File: src/rtl/mult_arbiter_ctrl.sv
// Two-requester round-robin front end for one shared shift-add multiplier.
// Accepts one request at a time, computes over WIDTH cycles, holds the tagged product.
module mult_arbiter_ctrl #(
    parameter int WIDTH = 4
) (
    input  logic               fast_clk,
    input  logic               reset,
    input  logic               req0_valid,
    input  logic [WIDTH-1:0]   req0_a,
    input  logic [WIDTH-1:0]   req0_b,
    output logic               req0_ready,
    input  logic               req1_valid,
    input  logic [WIDTH-1:0]   req1_a,
    input  logic [WIDTH-1:0]   req1_b,
    output logic               req1_ready,
    output logic               resp_valid,
    output logic               resp_id,
    output logic [2*WIDTH-1:0] resp_product,
    input  logic               resp_ready,
    output logic               busy
);

    localparam int CW = (WIDTH > 1) ? $clog2(WIDTH) : 1;

    typedef enum logic [1:0] {
        S_IDLE,
        S_CALC,
        S_DONE
    } state_t;

    state_t               r_state;
    state_t               w_state_next;

    logic                 r_last_grant;
    logic [WIDTH-1:0]     r_a;
    logic [WIDTH-1:0]     r_b;
    logic                 r_id;
    logic [2*WIDTH-1:0]   r_acc;
    logic [CW-1:0]        r_cnt;
    logic                 r_resp_valid;
    logic                 r_resp_id;
    logic [2*WIDTH-1:0]   r_resp_product;

    logic                 w_grant0;
    logic                 w_grant1;
    logic                 w_accept;
    logic                 w_last_step;
    logic [2*WIDTH-1:0]   w_a_ext;
    logic [2*WIDTH-1:0]   w_partial;
    logic [2*WIDTH-1:0]   w_acc_next;

    // Ties go to whichever requester was not served last.
    always_comb begin
        w_grant0 = 1'b0;
        w_grant1 = 1'b0;
        if (!reset && r_state == S_IDLE) begin
            if (req0_valid && req1_valid) begin
                if (r_last_grant) begin
                    w_grant0 = 1'b1;
                end else begin
                    w_grant1 = 1'b1;
                end
            end else if (req0_valid) begin
                w_grant0 = 1'b1;
            end else if (req1_valid) begin
                w_grant1 = 1'b1;
            end
        end
    end

    assign w_accept    = w_grant0 | w_grant1;
    assign w_last_step = (r_cnt == CW'(WIDTH - 1));
    assign w_a_ext     = {{WIDTH{1'b0}}, r_a};
    assign w_partial   = r_b[r_cnt] ? (w_a_ext << r_cnt) : '0;
    assign w_acc_next  = r_acc + w_partial;

    always_ff @(posedge fast_clk) begin
        if (reset) begin
            r_state <= S_IDLE;
        end else begin
            r_state <= w_state_next;
        end
    end

    always_comb begin
        w_state_next = r_state;
        case (r_state)
            S_IDLE: begin
                if (w_accept) begin
                    w_state_next = S_CALC;
                end
            end
            S_CALC: begin
                if (w_last_step) begin
                    w_state_next = S_DONE;
                end
            end
            S_DONE: begin
                if (resp_ready) begin
                    w_state_next = S_IDLE;
                end
            end
            default: w_state_next = S_IDLE;
        endcase
    end

    always_ff @(posedge fast_clk) begin
        if (reset) begin
            r_last_grant   <= 1'b1;
            r_a            <= '0;
            r_b            <= '0;
            r_id           <= 1'b0;
            r_acc          <= '0;
            r_cnt          <= '0;
            r_resp_valid   <= 1'b0;
            r_resp_id      <= 1'b0;
            r_resp_product <= '0;
        end else begin
            case (r_state)
                S_IDLE: begin
                    if (w_accept) begin
                        r_a          <= w_grant1 ? req1_a : req0_a;
                        r_b          <= w_grant1 ? req1_b : req0_b;
                        r_id         <= w_grant1;
                        r_last_grant <= w_grant1;
                        r_acc        <= '0;
                        r_cnt        <= '0;
                    end
                end
                S_CALC: begin
                    r_acc <= w_acc_next;
                    r_cnt <= r_cnt + CW'(1);
                    // The final partial sum goes straight to the response register.
                    if (w_last_step) begin
                        r_resp_valid   <= 1'b1;
                        r_resp_product <= w_acc_next;
                        r_resp_id      <= r_id;
                    end
                end
                S_DONE: begin
                    if (resp_ready) begin
                        r_resp_valid <= 1'b0;
                    end
                end
                default: r_resp_valid <= 1'b0;
            endcase
        end
    end

    assign req0_ready   = w_grant0;
    assign req1_ready   = w_grant1;
    assign resp_valid   = r_resp_valid;
    assign resp_id      = r_resp_id;
    assign resp_product = r_resp_product;
    assign busy         = (r_state != S_IDLE);

endmodule

File: config.mk
export PLATFORM = sky130hd
export DESIGN_NAME = mult_arbiter_ctrl
export DESIGN_NICKNAME = d
export VERILOG_FILES = /design/src/rtl/mult_arbiter_ctrl.sv
export SDC_FILE = /design/constraint.sdc
export NUM_CORES = 1
export LEC_CHECK = 0
export ABC_AREA = 1
export ABC_CLOCK_PERIOD_IN_PS = 4150
export CORE_ASPECT_RATIO = 0.7
export CORE_MARGIN = 4
export CORE_UTILIZATION = 30
export DETAILED_ROUTE_END_ITERATION = 6
export PLACE_DENSITY_LB_ADDON = 0.05
export SETUP_SLACK_MARGIN = 0.15
export SLEW_MARGIN = 25
export SYNTH_ARGS = -nofsm -noshare
export SYNTH_HDL_FRONTEND = slang
export SYNTH_SLANG_ARGS = --single-unit
File: constraint.sdc
create_clock -name fast_clk -period 4.15 [get_ports fast_clk]
set_clock_uncertainty 0.05 [all_clocks]
set_input_delay 0.83 -clock fast_clk [delete_from_list [all_inputs] [get_ports fast_clk]]
set_output_delay 0.83 -clock fast_clk [all_outputs]
set_load 0.05 [all_outputs]
==> flow_metrics.tcl, run 1 <==
set metrics [dict create \
    multiInputGateArea_um2 994.7 \
    r2r_end "r_acc[4]" \
    core-area_mm2 0.005871 \
    slew_violations 0 \
    drt-initial-drc-count 64 \
    die-width_um 102 \
    maxCapViolations 0 \
    synth_edf_count 0 \
    dr.pass1.iters 4 \
    grt_util_met3_pct 4.839 \
    synth.distinct_cells 33 \
    synth_cells 264 \
    worst-path-max-fanout 3 \
    rows 23 \
    clock-root-buffer "clkbuf_8" \
    groute.usage.overall_pct 12.76 \
    vias 1652 \
    cpPeakStageDelay_ns 0.81 \
    drc 0 \
    cts_setup_buffers 0 \
    syn_to_final_growth_pct 24.81 \
    ys.flop_type "dfxtp_1" \
    port-buffer-count 33 \
    finalSetupViolations 0 \
    hold_path_class "reg -> reg" \
    dp.cells 365 \
    clk_latency_ns 0.29 \
    clkTransAtPathRegs_ns 0.06 \
    clk_path_buf_depth 2 \
    crit_top_cell "clkdlybuf4s50_1" \
    synth-async-reset-ratio_pct 0 \
    min_from "r_acc[2]" \
    yosysMostFrequentCell "nand2_1" \
    grt_max_degree 19 \
    cts_tree "done" \
    synth_area_leader_cell "dfxtp_1" \
    cts_buffers 5 \
    diodes 0 \
    met2_usage_pct 18.29 \
    finalCritPeriodShare_pct 80.95 \
    grt_pass1_wl_um 7403 \
    regToRegStartpoint "r_cnt[0]" \
    synth_fp_nets 294 \
    gr-usage-met1_pct 18.33 \
    yosysWarnings 0 \
    via_per_inst 4.429 \
    p_leak_nw 1.123 \
    fill_cells 657 \
    synth_top_area_share_pct 34.52 \
    ant_nets 0 \
    netlist_area_mm2 0.001856 \
    rr_worst_depth 9 \
    holdPathEnd "r_acc[2]" \
    start_util_pct 31.61 \
    synth_area_per_cell_um2 7.029 \
    yosys_register_bits 32 \
    cts_resized 0 \
    preCtsSetupSlack_ns 0.7688 \
    h-tree-depth 2 \
    postCtsHoldBufs 0 \
    die_area_mm2 0.007528 \
    regArea_um2 640.6 \
    critPathLaunchType "input pin" \
    status "complete, no violations" \
    ys_top_cells_by_area "dfxtp_1 (35%), nand2_1 (16%), nand3_1 (7.6%), inv_1 (6.9%), a21oi_1 (5.9%)" \
    wl_per_cell_um 11.86 \
    final_nets 327 \
    period_minus_slack_ns 3.360 \
    whs_path_depth 2 \
    tightestPinTransition_ns 0.5106 \
    dieHeight_um 73.80 \
    dpl.hpwl_um 3268 \
    fmax_mhz 297.7 \
    worstPathRequired_ns 3.27 \
    rsz0062_at_grt "false" \
    criticalPathCategory "in -> out" \
    crit_buf_inv 2 \
    synth_commonest_cells "nand2_1 (79), inv_1 (34), dfxtp_1 (32)" \
    crit_path_end_kind "output pin" \
    clock-sinks 32 \
    cp_data_arrival_time_ns 2.48 \
    peakVddDrop_uv 148.1 \
    setup_ws_ns 0.7904 \
    antenna_found_initial 0 \
    fin_cells 373 \
    grt_pass1_vias 1582 \
    routed_wl_um 4422 \
    busiest_layer "met1" \
    io_pins 34 \
    hold_viol 0 \
    power.density_mw_per_mm2 341.6 \
    grt-ovfl-total 0 \
    crit_chain "clkdlybuf4s50_1 > nor2_4 > nand2_4 > a21oi_1 > clkdlybuf4s50_1" \
    drive_above_1_share_pct 8.054 \
    finalSetupTns_ns 0 \
    slowest_stage "clkdlybuf4s50_1" \
    maxSlewHeadroom_pct 65.85 \
    yosysSeqAreaShare_pct 34.52 \
    rrSetupSlack_ns 1.51 \
    cp_top_family "buffers and inverters" \
    place.gp.congestion 0.7700 \
]
## power by group
| part | leakage (nW) | total, mW | internal (mW) | switching, mW |
|---|---|---|---|---|
| clock network | 0.0479 | 0.242 | 0.117 | 0.125 |
| registers | 0.261 | 0.347 | 0.328 | 0.0191 |
| logic | 0.814 | 0.202 | 0.0802 | 0.122 |
| total | 1.12 | 0.791 | 0.525 | 0.266 |
## flip-flops by register name (all words and copies together), names as in the netlist
signal / flops
r_acc: 8
resp_product: 8
r_a: 4
r_b: 4
r_cnt: 2
r_state: 2
r_id: 1
r_last_grant: 1
resp_id: 1
resp_valid: 1
## area by class of cell
type,count,share of cell area [%]
Sequential cell,32,27.66
Inverter,39,6.537
Timing Repair Buffer,34,15.02
Clock inverter,3,0.8104
Tap cell,75,4.052
Clock buffer,5,2.971
Multi-Input combinational cell,185,42.95
## stage by stage
step                hold slack [ns]  util (%)  cell area (um2)  total power, mW
floorplan                    0.3873         -             1856           0.5029
global placement             0.4093     37.96             2228           0.5601
detailed placement           0.4058     37.96             2228           0.5580
CTS                          0.4231     39.45             2316           0.8048
global route                 0.4486     39.45             2316           0.8443
finish                       0.4204     39.45             2316           0.7910
## cells by family (layout without fill, tap and decap cells)
kind of cell	Yosys count	after routing	share of synthesized area [%]
mux	1	1	0.5395
compound gates	39	39	11.67
fa+ha+maj	9	9	6.474
flops	32	32	34.52
buf+inv	47	81	11.87
simple gates	133	133	33.51
xor+xnor	3	3	1.416
## tightest hold or removal path, cell delays in order, from the launching register on
cell and delay (ns):
dfxtp_1 0.32, nand2_1 0.06, a21oi_1 0.05
## cell usage in the layout, fill, tap and decap left out, types with 5 or more instances in the layout
master           synthesis  final
dfxtp_1                 32     32
nor2_1                   8      8
clkbuf_8                 1      5
clkdlybuf4s50_1          0     32
inv_1                   34     34
nand2_1                 79     79
o21ai_0                  9      9
nand3_1                 28     28
a21oi_1                 22     22
ha_1                     8      8
or2_1                    6      6
## how the worst max path moves through the flow
stage,from,to,slack [ns],cells after the start
after floorplan,reset,req0_ready,1.34,4
after global placement,reset,req0_ready,0.77,5
after detailed placement,reset,req0_ready,0.77,5
after CTS,reset,req0_ready,0.77,5
after global routing,reset,req0_ready,0.70,5
final,reset,req0_ready,0.79,5
## per-layer routing
layer	wire length, um	vias to the layer above
li1	-	897
met1	2492	729
met2	1733	26
met3	196	0
met4	0	0
met5	0	-
Note: power is estimated with default switching activity, not from simulation.
==> run 2, diff against run 1 <==
--- a/config.mk
+++ b/config.mk
@@ -6,7 +6,7 @@
 export NUM_CORES = 1
 export LEC_CHECK = 0
 export ABC_AREA = 1
-export ABC_CLOCK_PERIOD_IN_PS = 4150
+export ABC_CLOCK_PERIOD_IN_PS = 3200
 export CORE_ASPECT_RATIO = 0.7
 export CORE_MARGIN = 4
 export CORE_UTILIZATION = 30
==> constraint.sdc (replaced) <==
create_clock -name fast_clk -period 3.2 [get_ports fast_clk]
set_clock_uncertainty 0.05 [all_clocks]
set_input_delay 0.64 -clock fast_clk [delete_from_list [all_inputs] [get_ports fast_clk]]
set_output_delay 0.64 -clock fast_clk [all_outputs]
set_load 0.05 [all_outputs]
==> run 2 against run 1 <==
Global-route usage increased by 0.68 points. Sequential cell count unchanged. Clock power increased by 31%. Core utilization increased by 0.30 points.
==> flow_metrics.tcl, run 2 (same netlist as run 1, synthesis figures left out) <==
set metrics [dict create \
    die_area_mm2 0.007528 \
    finalCritPeriodShare_pct 79.03 \
    clkTransAtPathRegs_ns 0.08 \
    postCtsHoldBufs 0 \
    final_common_cell "nand2_1" \
    critPathLaunchType "register" \
    clk_path_buf_depth 2 \
    rows 23 \
    drt-initial-drc-count 53 \
    regArea_um2 640.6 \
    wl_per_cell_um 12.15 \
    met2_usage_pct 19.01 \
    drc 0 \
    gr-usage-met1_pct 20.11 \
    p_leak_nw 1.132 \
    preCtsSetupSlack_ns 0.6533 \
    drive_above_1_share_pct 8.696 \
    die-width_um 102 \
    core-area_mm2 0.005871 \
    vias 1681 \
    status "complete, no violations" \
    routed_wl_um 4543 \
    period_minus_slack_ns 2.529 \
    r2r_end "resp_product[6]" \
    grt_util_met3_pct 3.321 \
    syn_to_final_growth_pct 25.76 \
    fin_area_mm2 0.002333 \
    post_dp_cell_area_mm2 0.002246 \
    tightestPinTransition_ns 0.5066 \
    rr_worst_depth 17 \
    grt_pass1_vias 1702 \
    cts_buffers 5 \
    fmax_mhz 395.4 \
    min_from "r_id" \
    ant_nets 0 \
    final_nets 328 \
    clk_latency_ns 0.29 \
    h-tree-depth 2 \
    hold_viol 0 \
    whs_path_depth 2 \
    worstPathRequired_ns 3.34 \
    hold_path_class "reg -> reg" \
    slew_violations 0 \
    rrSetupSlack_ns 0.67 \
    startpoint "r_cnt[0]" \
    dieHeight_um 73.80 \
    holdPathEnd "r_id" \
    rsz0062_at_grt "false" \
    maxCapViolations 0 \
    multiInputGateArea_um2 994.7 \
    cp_data_arrival_time_ns 2.67 \
    maxSlewHeadroom_pct 66.12 \
    start_util_pct 31.61 \
    cts_setup_buffers 0 \
    dpl.hpwl_um 3367 \
    grt_max_degree 19 \
    io_pins 34 \
    grt-ovfl-total 0 \
    dr.pass1.iters 4 \
    clock-root-buffer "clkbuf_8" \
    busiest_layer "met1" \
    cts_resized 0 \
    port-buffer-count 33 \
    groute.usage.overall_pct 13.44 \
    place.gp.congestion 0.8202 \
    peakVddDrop_uv 170.2 \
    criticalPathCategory "reg -> reg" \
    finalSetupTns_ns 0 \
    setup_ws_ns 0.6711 \
    fill_cells 650 \
    finalSetupViolations 0 \
    most-common-layout-cells "nand2_1 (79), inv_1 (34), dfxtp_1 (32), clkdlybuf4s50_1 (31), nand3_1 (28)" \
    whs_ns 0.4207 \
    regToRegStartpoint "r_cnt[0]" \
    crit_path_end_kind "register" \
    antenna_found_initial 0 \
    grt_pass1_wl_um 7900 \
    diodes 0 \
    via_per_inst 4.495 \
    power.density_mw_per_mm2 443.5 \
    cts_tree "done" \
    worst-path-max-fanout 12 \
    clock-sinks 32 \
]
run 2: cell count changes in the layout (fill, tap and decap cells not counted):
cell,change
buf_4,+1
buf_12,+1
clkdlybuf4s50_1,-1
run 2: layout make-up:
cell class | instances | area share, %
inverters | 39 | 6.488
repair buffers | 35 | 15.66
clock buffers | 5 | 2.949
clock inverters | 3 | 0.8043
well taps | 75 | 4.021
multi-input cells | 185 | 42.63
flip-flops and latches | 32 | 27.45
run 2: critical path, cell delays in order, from the launching register on:
cell and delay (ns):
dfxtp_1 0.55, inv_1 0.16, or2_2 0.30, o21a_1 0.12, nand2_1 0.05, o21ai_0 0.08, nand2_1 0.08, inv_1 0.05
ha_1 0.34, nand2_1 0.07, inv_1 0.08, nand3_1 0.12, nand3_1 0.09, nand2_1 0.06, nand2_1 0.10, nand2_1 0.06
nand2_1 0.06, inv_1 0.03
run 2: worst max path at each step:
stage                                  to
after floorplan                req0_ready
after global placement    resp_product[6]
after detailed placement  resp_product[6]
after CTS                 resp_product[6]
after global routing      resp_product[6]
final                     resp_product[6]
run 2: per-stage QoR:
stage / instances / total power [mW] / util, %
after floorplan: 264 / 0.6522 / -
after global placement: 366 / 0.7322 / 38.26
after detailed placement: 366 / 0.7314 / 38.26
after CTS: 374 / 1.052 / 39.75
after global routing: 374 / 1.106 / 39.75
final: 374 / 1.035 / 39.75
run 2: power breakdown:
group	switching [mW]	leakage, nW	internal [mW]
clock	0.165	0.0479	0.152
combinational	0.161	0.823	0.108
sequential	0.0236	0.261	0.425
run 2: layer usage:
| layer | vias up | wire, um |
|---|---|---|
| met4 | 0 | 34 |
| met2 | 33 | 1712 |
| met5 | - | 0 |
| met3 | 5 | 227 |
| met1 | 744 | 2569 |
| li1 | 899 | - |
==> run 3, diff against run 2 <==
--- a/config.mk
+++ b/config.mk
@@ -6,7 +6,7 @@
 export NUM_CORES = 1
 export LEC_CHECK = 0
 export ABC_AREA = 1
-export ABC_CLOCK_PERIOD_IN_PS = 3200
+export ABC_CLOCK_PERIOD_IN_PS = 2100
 export CORE_ASPECT_RATIO = 0.7
 export CORE_MARGIN = 4
 export CORE_UTILIZATION = 30
==> constraint.sdc (replaced) <==
create_clock -name fast_clk -period 2.1 [get_ports fast_clk]
set_clock_uncertainty 0.05 [all_clocks]
set_input_delay 0.42 -clock fast_clk [delete_from_list [all_inputs] [get_ports fast_clk]]
set_output_delay 0.42 -clock fast_clk [all_outputs]
set_load 0.05 [all_outputs]
==> run 3 against run 2 <==
Critical path depth is 5 lower. Maximum frequency is 24% higher. Final cell count is 5.1% higher. Total power is 68% higher. Cell area is 15% higher.
==> flow_metrics.tcl, run 3 (same netlist as run 1, synthesis figures left out) <==
set metrics [dict create \
    regToRegStartpoint "r_cnt[0]" \
    worstPathRequired_ns 2.23 \
    rows 23 \
    hold_path_class "reg -> reg" \
    routed_wl_um 4888 \
    maxCapViolations 0 \
    dpl.hpwl_um 3561 \
    drt-initial-drc-count 78 \
    finalCritPeriodShare_pct 97.30 \
    drc 0 \
    post_dp_cell_area_mm2 0.002381 \
    postCtsHoldBufs 0 \
    clk_latency_ns 0.28 \
    clock-root-buffer "clkbuf_8" \
    p_leak_nw 1.316 \
    h-tree-depth 2 \
    drive_above_1_share_pct 26.42 \
    wl_per_cell_um 12.44 \
    period_minus_slack_ns 2.043 \
    grt_pass1_wl_um 8114 \
    cts_tree "done" \
    grt_max_degree 19 \
    rsz0062_at_grt "true" \
    finalSetupTns_ns 0 \
    status "complete, no violations" \
    clkTransAtPathRegs_ns 0.07 \
    grt_util_met3_pct 3.605 \
    criticalPathCategory "reg -> reg" \
    core-area_mm2 0.005871 \
    setup_ws_ns 0.05673 \
    die-width_um 102 \
    final_nets 347 \
    cts_buffers 5 \
    most-common-layout-cells "nand2_1 (71), inv_1 (30), dfxtp_1 (30), nand3_1 (26), clkdlybuf4s50_1 (25)" \
    grt-ovfl-total 0 \
    grt_pass1_vias 1677 \
    startpoint "r_cnt[0]" \
    diodes 0 \
    rrSetupSlack_ns 0.06 \
    power.density_mw_per_mm2 648.2 \
    dr.pass1.iters 4 \
    min_from "r_acc[0]" \
    tightestPinTransition_ns 0.5382 \
    maxSlewHeadroom_pct 64.06 \
    peakVddDrop_uv 325.8 \
    vias 1728 \
    groute.usage.overall_pct 13.95 \
    clk_path_buf_depth 2 \
    port-buffer-count 33 \
    critPathLaunchType "register" \
    die_area_mm2 0.007528 \
    place.gp.congestion 0.8270 \
    whs_ns 0.4247 \
    start_util_pct 31.61 \
    finalSetupViolations 0 \
    syn_to_final_growth_pct 44.77 \
    power.total_mw 1.741 \
    antenna_found_initial 0 \
    io_pins 34 \
    dieHeight_um 73.80 \
    busiest_layer "met1" \
    final_common_cell "nand2_1" \
    fmax_mhz 489.4 \
    via_per_inst 4.397 \
    gr-usage-met1_pct 21.38 \
    met2_usage_pct 18.86 \
    slew_violations 0 \
    clock-sinks 32 \
    fin_area_mm2 0.002686 \
    cp_data_arrival_time_ns 2.17 \
    worst-path-max-fanout 10 \
    ant_nets 0 \
    preCtsSetupSlack_ns -0.09836 \
    hold_viol 0 \
    crit_path_end_kind "register" \
]
-- run 3: changes by cell type in the layout (fill, tap and decap cells not counted), sizes merged --
cell,before,now
clkbuf,5,7
clkinvlp,0,1
clkinv,3,0
buf,4,24
clkdlybuf4s50,31,25
dlymetal6s2s,0,5
-- run 3: report_power, final --
part | total [mW] | internal (mW) | switching, mW
clock | 0.502 | 0.266 | 0.235
sequential | 0.684 | 0.650 | 0.0339
combinational | 0.556 | 0.253 | 0.303
-- run 3: critical path: stages (launching register included) --
cell and delay (ns):
dfxtp_2 0.34, buf_8 0.14, nor2_4 0.10, nor2_4 0.04
o21ai_4 0.06, nor3_2 0.07, ha_2 0.18, fa_2 0.39
a21oi_4 0.18, xnor2_2 0.08, buf_4 0.13, o21bai_1 0.12
inv_1 0.05
-- run 3: through the flow --
step / instances / utilization (%)
5_1_grt: 393 / 45.76
3_3_place_gp: 383 / 40.56
6_report: 393 / 45.76
3_5_place_dp: 383 / 40.56
2_1_floorplan: 264 / -
4_1_cts: 393 / 44.48
-- run 3: area by class of cell --
cell class | instances | area (um2)
Fill cell | 619 | 3184
Multi-Input combinational cell | 185 | 1175
Sequential cell | 32 | 643.1
Timing Repair Buffer | 54 | 529.3
Inverter | 39 | 151.4
Tap cell | 75 | 93.84
Clock buffer | 7 | 86.33
Clock inverter | 1 | 7.507
-- run 3: path summary, 6_finish.rpt --
path / cells past startpoint / endpoint
hold reg to reg: 2 / r_acc[0]
hold / removal: 2 / r_acc[0]
setup reg to reg: 12 / resp_product[4]
setup / recovery: 12 / resp_product[4]
-- run 3: repair_timing --
action / CTS / global route
gates resized for setup: 28 / 23
endpoints found under the setup margin: 13 / 19
buffers inserted: 2 / 0
pin swaps: 14 / 14
-- run 3: routing by layer --
layer	routed length [um]	up-vias	part of all wire, %
met3	172	5	3.5
met2	1832	23	37
met5	0	-	0
met4	44	0	0.90
li1	-	941	-
met1	2839	759	58
